### src/rtl/mod_counter_bank_if.sv
// Bus bundle for mod_counter_bank: per-channel control/data in, counter values and tc out.
// io_sat exists only when MOD_COUNTER_SAT_EN is defined.
interface mod_counter_bank_if #(
  parameter int WIDTH    = 10,
  parameter int CHANNELS = 4
);
  logic [CHANNELS-1:0]       io_en;
  logic [CHANNELS-1:0]       io_dir;
  logic [CHANNELS-1:0]       io_mod;
  logic [CHANNELS*WIDTH-1:0] io_limit;
  logic [CHANNELS-1:0]       io_load;
  logic [CHANNELS*WIDTH-1:0] io_ld_val;
`ifdef MOD_COUNTER_SAT_EN
  logic [CHANNELS-1:0]       io_sat;
`endif
  logic [CHANNELS*WIDTH-1:0] io_dout;
  logic [CHANNELS-1:0]       io_tc;

  modport master (
`ifdef MOD_COUNTER_SAT_EN
    output io_sat,
`endif
    output io_en, io_dir, io_mod, io_limit, io_load, io_ld_val,
    input  io_dout, io_tc
  );

  modport slave (
`ifdef MOD_COUNTER_SAT_EN
    input  io_sat,
`endif
    input  io_en, io_dir, io_mod, io_limit, io_load, io_ld_val,
    output io_dout, io_tc
  );
endinterface

### src/rtl/mod_counter_bank.sv
// Bank of independent up/down modulo counters with load and registered terminal-count pulse.
// Optional saturation mode is compiled in with MOD_COUNTER_SAT_EN.
module mod_counter_bank #(
  parameter int WIDTH    = 10,
  parameter int CHANNELS = 4
) (
  input logic               clock,
  input logic               reset,
  mod_counter_bank_if.slave bus
);

  localparam logic [WIDTH-1:0] ONE = {{(WIDTH-1){1'b0}}, 1'b1};

  logic [CHANNELS*WIDTH-1:0] w_dout;
  logic [CHANNELS-1:0]       w_tc;

  generate
    for (genvar gi = 0; gi < CHANNELS; gi++) begin : g_ch
      logic [WIDTH-1:0] r_count;
      logic             r_tc;
      logic [WIDTH-1:0] w_count_next;
      logic             w_tc_next;
      logic [WIDTH-1:0] w_limit;
      logic [WIDTH-1:0] w_top;
      logic             w_sat;

      assign w_limit = bus.io_limit[gi*WIDTH +: WIDTH];
      // Free-running mode behaves like a modulo limit of all ones.
      assign w_top   = bus.io_mod[gi] ? w_limit : {WIDTH{1'b1}};
`ifdef MOD_COUNTER_SAT_EN
      assign w_sat   = bus.io_sat[gi];
`else
      assign w_sat   = 1'b0;
`endif

      always_comb begin
        w_count_next = r_count;
        w_tc_next    = 1'b0;
        if (bus.io_load[gi]) begin
          w_count_next = bus.io_ld_val[gi*WIDTH +: WIDTH];
        end else if (bus.io_en[gi]) begin
          if (bus.io_dir[gi]) begin
            // >= so a loaded value above the limit still wraps (or holds when saturating).
            if (r_count >= w_top) begin
              w_tc_next = 1'b1;
              if (!w_sat) begin
                w_count_next = '0;
              end
            end else begin
              w_count_next = r_count + ONE;
            end
          end else begin
            if (r_count == '0) begin
              w_tc_next = 1'b1;
              if (!w_sat) begin
                w_count_next = w_top;
              end
            end else begin
              w_count_next = r_count - ONE;
            end
          end
        end
      end

      always_ff @(posedge clock) begin
        if (reset) begin
          r_count <= '0;
          r_tc    <= 1'b0;
        end else begin
          r_count <= w_count_next;
          r_tc    <= w_tc_next;
        end
      end

      assign w_dout[gi*WIDTH +: WIDTH] = r_count;
      assign w_tc[gi]                  = r_tc;
    end
  endgenerate

  assign bus.io_dout = w_dout;
  assign bus.io_tc   = w_tc;

endmodule

### src/flat_wrapper.sv
// flat-port wrapper written by rule: the top's interface ports become plain ports
module mod_counter_bank_flat 
#(
  parameter int WIDTH    = 10,
  parameter int CHANNELS = 4
)
  (clock, reset, bus_io_en, bus_io_dir, bus_io_mod, bus_io_limit, bus_io_load, bus_io_ld_val, bus_io_dout, bus_io_tc);
  mod_counter_bank_if #(.WIDTH(WIDTH), .CHANNELS(CHANNELS)) bus_i ();
  input logic clock;
  input logic reset;
  input wire logic [$bits(bus_i.io_en)-1:0] bus_io_en;
  input wire logic [$bits(bus_i.io_dir)-1:0] bus_io_dir;
  input wire logic [$bits(bus_i.io_mod)-1:0] bus_io_mod;
  input wire logic [$bits(bus_i.io_limit)-1:0] bus_io_limit;
  input wire logic [$bits(bus_i.io_load)-1:0] bus_io_load;
  input wire logic [$bits(bus_i.io_ld_val)-1:0] bus_io_ld_val;
  output wire logic [$bits(bus_i.io_dout)-1:0] bus_io_dout;
  output wire logic [$bits(bus_i.io_tc)-1:0] bus_io_tc;
  assign bus_i.io_en = bus_io_en;
  assign bus_i.io_dir = bus_io_dir;
  assign bus_i.io_mod = bus_io_mod;
  assign bus_i.io_limit = bus_io_limit;
  assign bus_i.io_load = bus_io_load;
  assign bus_i.io_ld_val = bus_io_ld_val;
  assign bus_io_dout = bus_i.io_dout;
  assign bus_io_tc = bus_i.io_tc;
  mod_counter_bank #(.WIDTH(WIDTH), .CHANNELS(CHANNELS)) u_core (.clock(clock), .reset(reset), .bus(bus_i));
endmodule
### config.mk
export PLATFORM = sky130hd
export DESIGN_NAME = mod_counter_bank_flat
export DESIGN_NICKNAME = d
export VERILOG_FILES = /design/src/rtl/mod_counter_bank_if.sv /design/src/rtl/mod_counter_bank.sv /design/src/flat_wrapper.sv
export SDC_FILE = /design/constraint.sdc
export NUM_CORES = 1
export LEC_CHECK = 0
export BUFFER_PORTS_ARGS = -buffer_cell sky130_fd_sc_hd__buf_2
export CAP_MARGIN = 15
export CORE_UTILIZATION = 54
export CTS_CLUSTER_SIZE = 40
export DETAILED_ROUTE_END_ITERATION = 10
export PLACE_DENSITY = 0.82
export RECOVER_POWER = 50
export SYNTH_ARGS = -nofsm -noshare
export SYNTH_HDL_FRONTEND = slang
export SYNTH_SLANG_ARGS = --single-unit
### constraint.sdc
create_clock -name clock -period 3.2 [get_ports clock]
set_input_delay 0.64 -clock clock [delete_from_list [all_inputs] [get_ports clock]]
set_output_delay 0.64 -clock clock [all_outputs]
set_load 0.1 [all_outputs]
# Word level (Yosys, flattened, before mapping)
# Cells that the tools add are included.
# word_totals
register_bits	44
latch_bits	0
ram_bits	0
mem_bits_ro	0
input_bits	98
out_inout_bits	44
wordCells	72
n_memories	0
# classes
add_sub_neg	8
n_mul	0
n_div	0
order_cmp	4
eq_ne	0
shifts	0
n_mux	36
bitwise	4
reduce_logical	12
# ops
cell	n
2-to-1 mux 10 bit	24
adder 10 x 1 -> 10 bit (second input constant)	4
greater-or-equal comparator 10 bit	4
zero test 10 bit	4
subtractor 10 x 1 -> 10 bit (second input constant)	4
2-to-1 mux 1 bit	12
OR reduction 3 bit	4
nonzero test 2 bit	4
NOT 1 bit	4

# Longest topological paths before layout
# Gate-level depths: netlist of the first run.
# logic_depth
depth_word	6
ltp_mapped	11
mapped_depth_nobuf	8

# Least setup slack after synthesis of the first run
# OpenSTA, ideal clock, no wires.
# synth_path
kind	register -> register
startpoint	reg u_core.g_ch[1].r_count[0]
endpoint	reg u_core.g_ch[1].r_count[0]
setup_time_ns	0.086
t_arrival_ns	2.988
required_ns	3.114
setup_slack_ns	0.126
path_stages_with_launch	10
n_path_buf	1
synth_period_minus_slack_ns	3.074
path_cell_list	dfxtp_1 inv_1 ha_1 nand2b_1 a31oi_1 o211ai_1 a311oi_1 clkbuf_1 o21ai_0 a211oi_1
# synth_between
elab_chain_cells	5
word_cells_on_any_way	9
cone_classes	2 x add/sub; 1 x order compare; 5 x mux; 1 x reduce/logical
# synth_rtl
item	line	source
start, declared	mod_counter_bank.sv:19	logic [WIDTH-1:0] r_count;
start signal, assigned	mod_counter_bank.sv:70	r_count <= w_count_next;
subtractor 10 x 1 -> 10 bit (tied with other cells)	mod_counter_bank.sv:59	w_count_next = r_count - ONE;
2-to-1 mux 10 bit, on equally long branches	mod_counter_bank.sv:53, mod_counter_bank.sv:44	
2-to-1 mux 10 bit (*)	mod_counter_bank.sv:42	if (bus.io_dir[gi]) begin
2-to-1 mux 10 bit (*)	mod_counter_bank.sv:41	end else if (bus.io_en[gi]) begin
2-to-1 mux 10 bit (*)	mod_counter_bank.sv:39	if (bus.io_load[gi]) begin
# Every way passes the cells marked *; elsewhere a longest branch is shown, timed or not. The select of a mux whose other input is x is not followed.
# A chain may end at the register's enable or synchronous reset.

# Final worst setup path of the first run
# layout_path
startpoint	in bus_io_mod[2]
endpoint	reg u_core.g_ch[2].r_count[5]
# layout_between
elab_chain_cells	6
word_cells_on_any_way	7
cone_classes	1 x order compare; 6 x mux
# layout_rtl
item	line	source
start, declared	flat_wrapper.sv:13	input wire logic [$bits(bus_i.io_mod)-1:0] bus_io_mod;
2-to-1 mux 10 bit (*)	mod_counter_bank.sv:29	assign w_top = bus.io_mod[gi] ? w_limit : {WIDTH{1'b1}};
greater-or-equal comparator 10 bit	mod_counter_bank.sv:44	if (r_count >= w_top) begin
2-to-1 mux 10 bit	mod_counter_bank.sv:44	
2-to-1 mux 10 bit (*)	mod_counter_bank.sv:42	
2-to-1 mux 10 bit (*)	mod_counter_bank.sv:41	
2-to-1 mux 10 bit (*)	mod_counter_bank.sv:39	
end signal, assigned	mod_counter_bank.sv:70	
end, declared	mod_counter_bank.sv:19	
# Marks and branches as above.

==> results of run 1 <==
==> tightest hold or removal path: stages <==
cell     delay, ps
buf_2           80
a31oi_1         70
o31ai_1         60
==> logic make-up after synthesis <==
group	Yosys count	share of synthesized area
AND/OR/NAND/NOR	293	0.303
AO/OA/AOI/OAI	197	0.254
buffers and inverters	86	0.0724
adder cells (fa/ha/maj)	48	0.117
flip-flops	44	0.172
XOR/XNOR	33	0.0563
multiplexers	13	0.0263
==> synthesized netlist by cell type (12+ instances only) <==
master	instances	area share
o21ai_0	32	0.031
a211oi_1	18	0.026
dfxtp_1	44	0.17
ha_1	48	0.12
clkbuf_1	48	0.035
xor2_1	17	0.029
nand3_1	22	0.021
nand2_1	47	0.034
nor3_1	29	0.028
inv_1	24	0.018
a21oi_1	58	0.057
xnor2_1	16	0.027
and3_1	12	0.015
nor2_1	75	0.055
nor2b_1	42	0.051
==> stage by stage <==
stage	area, um^2	power, mW	worst slack, ps
5_1_grt	5780	2.22	305
3_5_place_dp	5750	1.75	119
3_3_place_gp	5750	1.72	401
4_1_cts	5830	2.10	464
6_report	5780	2.09	449
2_1_floorplan	5130	1.53	126
==> placed cells by master, fill, tap and decap left out, drive strengths merged, types with 5 or more instances in the layout <==
master,n
a21oi,58
and3,12
xnor2,16
nor4,8
nor2b,42
o22ai,6
clkbuf,49
a311oi,7
nand4,8
buf,101
xor2,17
a221oi,10
or4,8
nand2b,10
o31ai,9
dfxtp,44
nor3,32
nand2,47
ha,48
mux2i,9
inv,24
o21ai,32
nand3,22
a31oi,11
a211oi,20
or3,7
nor3b,5
nor2,75
o211ai,9
==> routing by layer <==
layer  GRT usage  part of all wire  routed length (um)
met2       0.529              0.49                7290
met1       0.386              0.42                6200
met4      0.0882             0.021                 310
met3      0.0337             0.068                1010
met5           0                 0                   0
==> final cells by class <==
cell class	count	area (um^2)	area share
multi-input combinational	584	3880	0.672
sequential	44	881	0.152
inverter	24	90.1	0.0156
tap	129	161	0.0279
clock inverter	2	12.5	0.00217
clock buffer	5	68.8	0.0119
timing repair buffer	145	681	0.118
==> worst paths after layout <==
check / startpoint / endpoint / slack (ps) / cells after the start
worst max-delay path: bus_io_mod[2] / u_core.g_ch[2].r_count[5]$_SDFFE_PP0P_ / 450 / 9
worst min-delay path: bus_io_ld_val[20] / u_core.g_ch[2].r_count[0]$_SDFFE_PP0P_ / 590 / 3
worst max register to register: u_core.g_ch[1].r_count[0]$_SDFFE_PP0P_ / u_core.g_ch[1].r_count[5]$_SDFFE_PP0P_ / 540 / 7
worst min register to register: u_core.g_ch[1].r_count[9]$_SDFFE_PP0P_ / u_core.g_ch[1].r_count[9]$_SDFFE_PP0P_ / 650 / 2
==> sequential cells by signal, indices dropped and copies added, names as in the netlist <==
name                 count
u_core.g_ch.r_count     40
u_core.g_ch.r_tc         4
==> where the power goes <==
part / switching (mW) / internal [mW]
combinational: 0.703 / 0.327
sequential: 0.123 / 0.590
clock: 0.198 / 0.148
==> impl_metrics.json, run 1 <==
{
  "status": "finished clean",
  "cp.arrival_ps": 2960,
  "cts_tree": "built",
  "power.leakage_nw": 2.47,
  "dr.first_iter.drc_count": 241,
  "synth_edf_count": 0,
  "min_period_ps": 2750,
  "die-area_um2": 9900,
  "cpPeakStageDelay_ps": 450,
  "num_rows": 35,
  "synth_seq_cells": 44,
  "slew_headroom": 0.170,
  "rsz0062_at_grt": "false",
  "path_max_fanout": 10,
  "instances_no_fill": 933,
  "timing.setup.tns_ps": 0,
  "nets": 950,
  "seq_area_frac_synth": 0.172,
  "path_class": "input pin to flip-flop",
  "drt-total-wl_um": 14800,
  "slowest_stage": "nor2_1",
  "syn_to_final_growth_pct": 12.5,
  "finalSetupViolations": 0,
  "crit_buf_inv": 1,
  "antenna_found_initial": 0,
  "ios": 142,
  "required_ps": 3410,
  "synth.distinct_cells": 61,
  "vias_per_cell": 6.14,
  "start_util": 0.556,
  "die_w_um": 99.5,
  "clock_path_buffers": 2,
  "syn_inst": 714,
  "path_common_cell": "nor2_1",
  "clk_pin_slew_worst_paths_ps": 90,
  "hold_buffers": 0,
  "start_kind": "input pin",
  "num-fill-cells": 883,
  "dp_hpwl_um": 11100,
  "cellPowerDensity_nw_per_um2": 362,
  "die-height_um": 99.5,
  "synth_nets": 860,
  "synthArstFlopShare": 0,
  "gp_congestion": 0.925,
  "clock_latency_ps": 290,
  "maxSlewViolCount": 0,
  "holdWs_ps": 590,
  "hold_path.class": "input pin to flip-flop",
  "cts_sinks": 44,
  "coreArea_um2": 9240,
  "cp_top_family": "simple AND/OR/NAND/NOR gates",
  "clock_skew_ps": 5.73,
  "critical_path.endpoint_type": "flip-flop",
  "antenna_cells": 0,
  "cts_htree_levels": 2,
  "placed_cells_incl_taps": 926,
  "grt_max_degree": 24,
  "drc": 0,
  "finalCritPeriodShare": 0.860,
  "grt_pass1_wl_um": 24800,
  "hold_violations": 0,
  "root_buffer": "clkbuf_8",
  "avgSynthCellArea_um2": 7.19,
  "post_cts_buffers": 0,
  "synth_flop_cell": "dfxtp_1",
  "path_cells": "buf_2, nor2b_1, ha_1, a211oi_1, nor2_1, or3_1, nor2_1, a21boi_0, a221oi_1",
  "worst_pin_slew_ps": 1250,
  "finish.utilization": 0.625,
  "cts_resized": 0,
  "fmax_ghz": 0.364,
  "track_usage": 0.301,
  "drive_above_1_share": 0.153,
  "drtAntennaViolNets": 0,
  "num_vias": 5730,
  "worst_ir_drop_vdd_mv": 0.206,
  "cts_made_buffers": 5,
  "routedWlPerCell_um": 15.9,
  "yosysWarnings": 0,
  "syn-cell-area_um2": 5130,
  "io_buffers": 141,
  "firstDrtPassIters": 5,
  "maxCapViolations": 0,
  "grt_pass1_vias": 5401,
  "grt-ovfl-total": 0
}
No activity file was read; power rests on OpenSTA's default activity.
==> run 2: changes to the inputs <==
--- a/config.mk
+++ b/config.mk
@@ -11,7 +11,7 @@
 export CTS_CLUSTER_SIZE = 40
 export DETAILED_ROUTE_END_ITERATION = 10
 export PLACE_DENSITY = 0.82
-export RECOVER_POWER = 50
+export RECOVER_POWER = 25
 export SYNTH_ARGS = -nofsm -noshare
 export SYNTH_HDL_FRONTEND = slang
 export SYNTH_SLANG_ARGS = --single-unit
==> constraint.sdc (replaced) <==
create_clock -name clock -period 3.2 [get_ports clock]
set_input_delay 0.64 -clock clock [delete_from_list [all_inputs] [get_ports clock]]
set_output_delay 0.64 -clock clock [all_outputs]
set_load 0.01 [all_outputs]
==> impl_metrics.json, run 2 (synthesized netlist as in run 1, its figures left out) <==
{
  "status": "finished clean",
  "dp_hpwl_um": 11100,
  "antenna_cells": 0,
  "drt-total-wl_um": 14800,
  "largest_register_ff_count": 40,
  "wl_met3_um": 1060,
  "path_max_fanout": 10,
  "die_w_um": 99.5,
  "antenna_found_initial": 0,
  "min_period_ps": 2760,
  "finalSetupViolations": 0,
  "power.leakage_nw": 2.55,
  "drive_above_1_share": 0.180,
  "cellPowerDensity_nw_per_um2": 311,
  "post_cts_buffers": 0,
  "cp.arrival_ps": 2970,
  "clk_pin_slew_worst_paths_ps": 90,
  "coreArea_um2": 9240,
  "cts_tree": "built",
  "grt-ovfl-total": 0,
  "required_ps": 3410,
  "maxSlewViolCount": 0,
  "clock_path_buffers": 2,
  "gp_congestion": 0.925,
  "syn_to_final_growth_pct": 13.0,
  "drtAntennaViolNets": 0,
  "grt_max_degree": 24,
  "path_class": "input pin to flip-flop",
  "cts_resized": 0,
  "largest_registers": "u_core.g_ch.r_count x40, u_core.g_ch.r_tc x4",
  "root_buffer": "clkbuf_8",
  "holdWs_ps": 589,
  "grt_pass1_wl_um": 24800,
  "worst_pin_slew_ps": 612,
  "fmax_ghz": 0.362,
  "top_register": "u_core.g_ch.r_count",
  "route.met2.wl_um": 7280,
  "cts_sinks": 44,
  "routed.top_layer": "met4",
  "timing.setup.tns_ps": 0,
  "drc": 0,
  "r2r_end": "u_core.g_ch[1].r_count[5]$_SDFFE_PP0P_",
  "clock_latency_ps": 290,
  "num_rows": 35,
  "hold_violations": 0,
  "finalCritPeriodShare": 0.862,
  "slew_headroom": 0.589,
  "maxCapViolations": 0,
  "ios": 142,
  "routedWlPerCell_um": 15.9,
  "clock_skew_ps": 5.75,
  "min_to": "u_core.g_ch[2].r_count[0]$_SDFFE_PP0P_",
  "drt-met1-wl_um": 6140,
  "cts_made_buffers": 5,
  "firstDrtPassIters": 4,
  "power_mw": 1.81,
  "vias_per_cell": 6.17,
  "num_vias": 5760,
  "rsz0062_at_grt": "false",
  "rr_startpoint": "u_core.g_ch[1].r_count[0]$_SDFFE_PP0P_",
  "hold_buffers": 0,
  "die-area_um2": 9900,
  "start_util": 0.556,
  "io_buffers": 141,
  "mostFrequentLayoutCells": "buf_2, nor2_1, a21oi_1",
  "ff2ff_setup_slack_ps": 540,
  "worst_ir_drop_vdd_mv": 0.175,
  "cts_htree_levels": 2,
  "reg2regPathDepth": 7,
  "die-height_um": 99.5,
  "grt_pass1_vias": 5401,
  "hp-start": "bus_io_ld_val[20]",
  "track_usage": 0.301,
  "layout_commonest_cell": "buf_2",
  "critical_path.endpoint_type": "flip-flop",
  "hold_path.class": "input pin to flip-flop",
  "start_kind": "input pin",
  "dr.first_iter.drc_count": 229,
  "nets": 950,
  "min_path_cells": 3
}
## run 2: cell types whose count changed in the layout (fill, tap and decap cells not counted), sizes merged
cell / before / now
clkbuf: 49 / 27
buf: 101 / 123
## run 2: worst max-delay path by stage
| stage | start | to | cells after the start |
|---|---|---|---|
| floorplan | bus_io_mod[1] | u_core.g_ch[1].r_count[0]$_SDFFE_PP0P_ | 9 |
| global placement | bus_io_mod[2] | u_core.g_ch[2].r_count[5]$_SDFFE_PP0P_ | 9 |
| detailed placement | bus_io_mod[2] | u_core.g_ch[2].r_count[5]$_SDFFE_PP0P_ | 9 |
| CTS | bus_io_mod[2] | u_core.g_ch[2].r_count[5]$_SDFFE_PP0P_ | 9 |
| global route | bus_io_mod[2] | u_core.g_ch[2].r_count[5]$_SDFFE_PP0P_ | 9 |
| finish | bus_io_mod[2] | u_core.g_ch[2].r_count[5]$_SDFFE_PP0P_ | 9 |
## run 2: area by class of cell
cell class | instances | area (um^2)
clock buffer | 5 | 68.8
clock inverter | 2 | 12.5
fill | 875 | 3440
inverter | 24 | 90.1
multi-input combinational | 584 | 3880
sequential | 44 | 881
tap | 129 | 161
timing repair buffer | 145 | 708
## run 2: through the flow
step / util / std cells / instance area, um^2 / setup slack, ps
finish: 0.628 / 933 / 5800 / 441
global route: 0.628 / 933 / 5800 / 305
CTS: 0.631 / 933 / 5830 / 464
detailed placement: 0.622 / 926 / 5750 / 119
global placement: 0.622 / 926 / 5750 / 401
floorplan: - / 714 / 5130 / 601
## run 2: critical path: stages
cell	delay, ps
buf_2	160
nor2b_1	230
ha_1	290
a211oi_1	250
nor2_1	100
or3_1	420
nor2_1	450
a21boi_0	160
a221oi_1	270
## run 2: report_power, final
part / internal (mW) / switching [mW] / total [mW]
Combinational: 0.333 / 0.415 / 0.748
Clock: 0.148 / 0.198 / 0.346
Sequential: 0.590 / 0.122 / 0.712
## run 2: layer usage
layer | vias to the layer above | global-route usage
met5 | - | 0
met4 | 0 | 0.0882
met3 | 28 | 0.0337
met2 | 281 | 0.529
met1 | 2655 | 0.386
li1 | 2796 | -
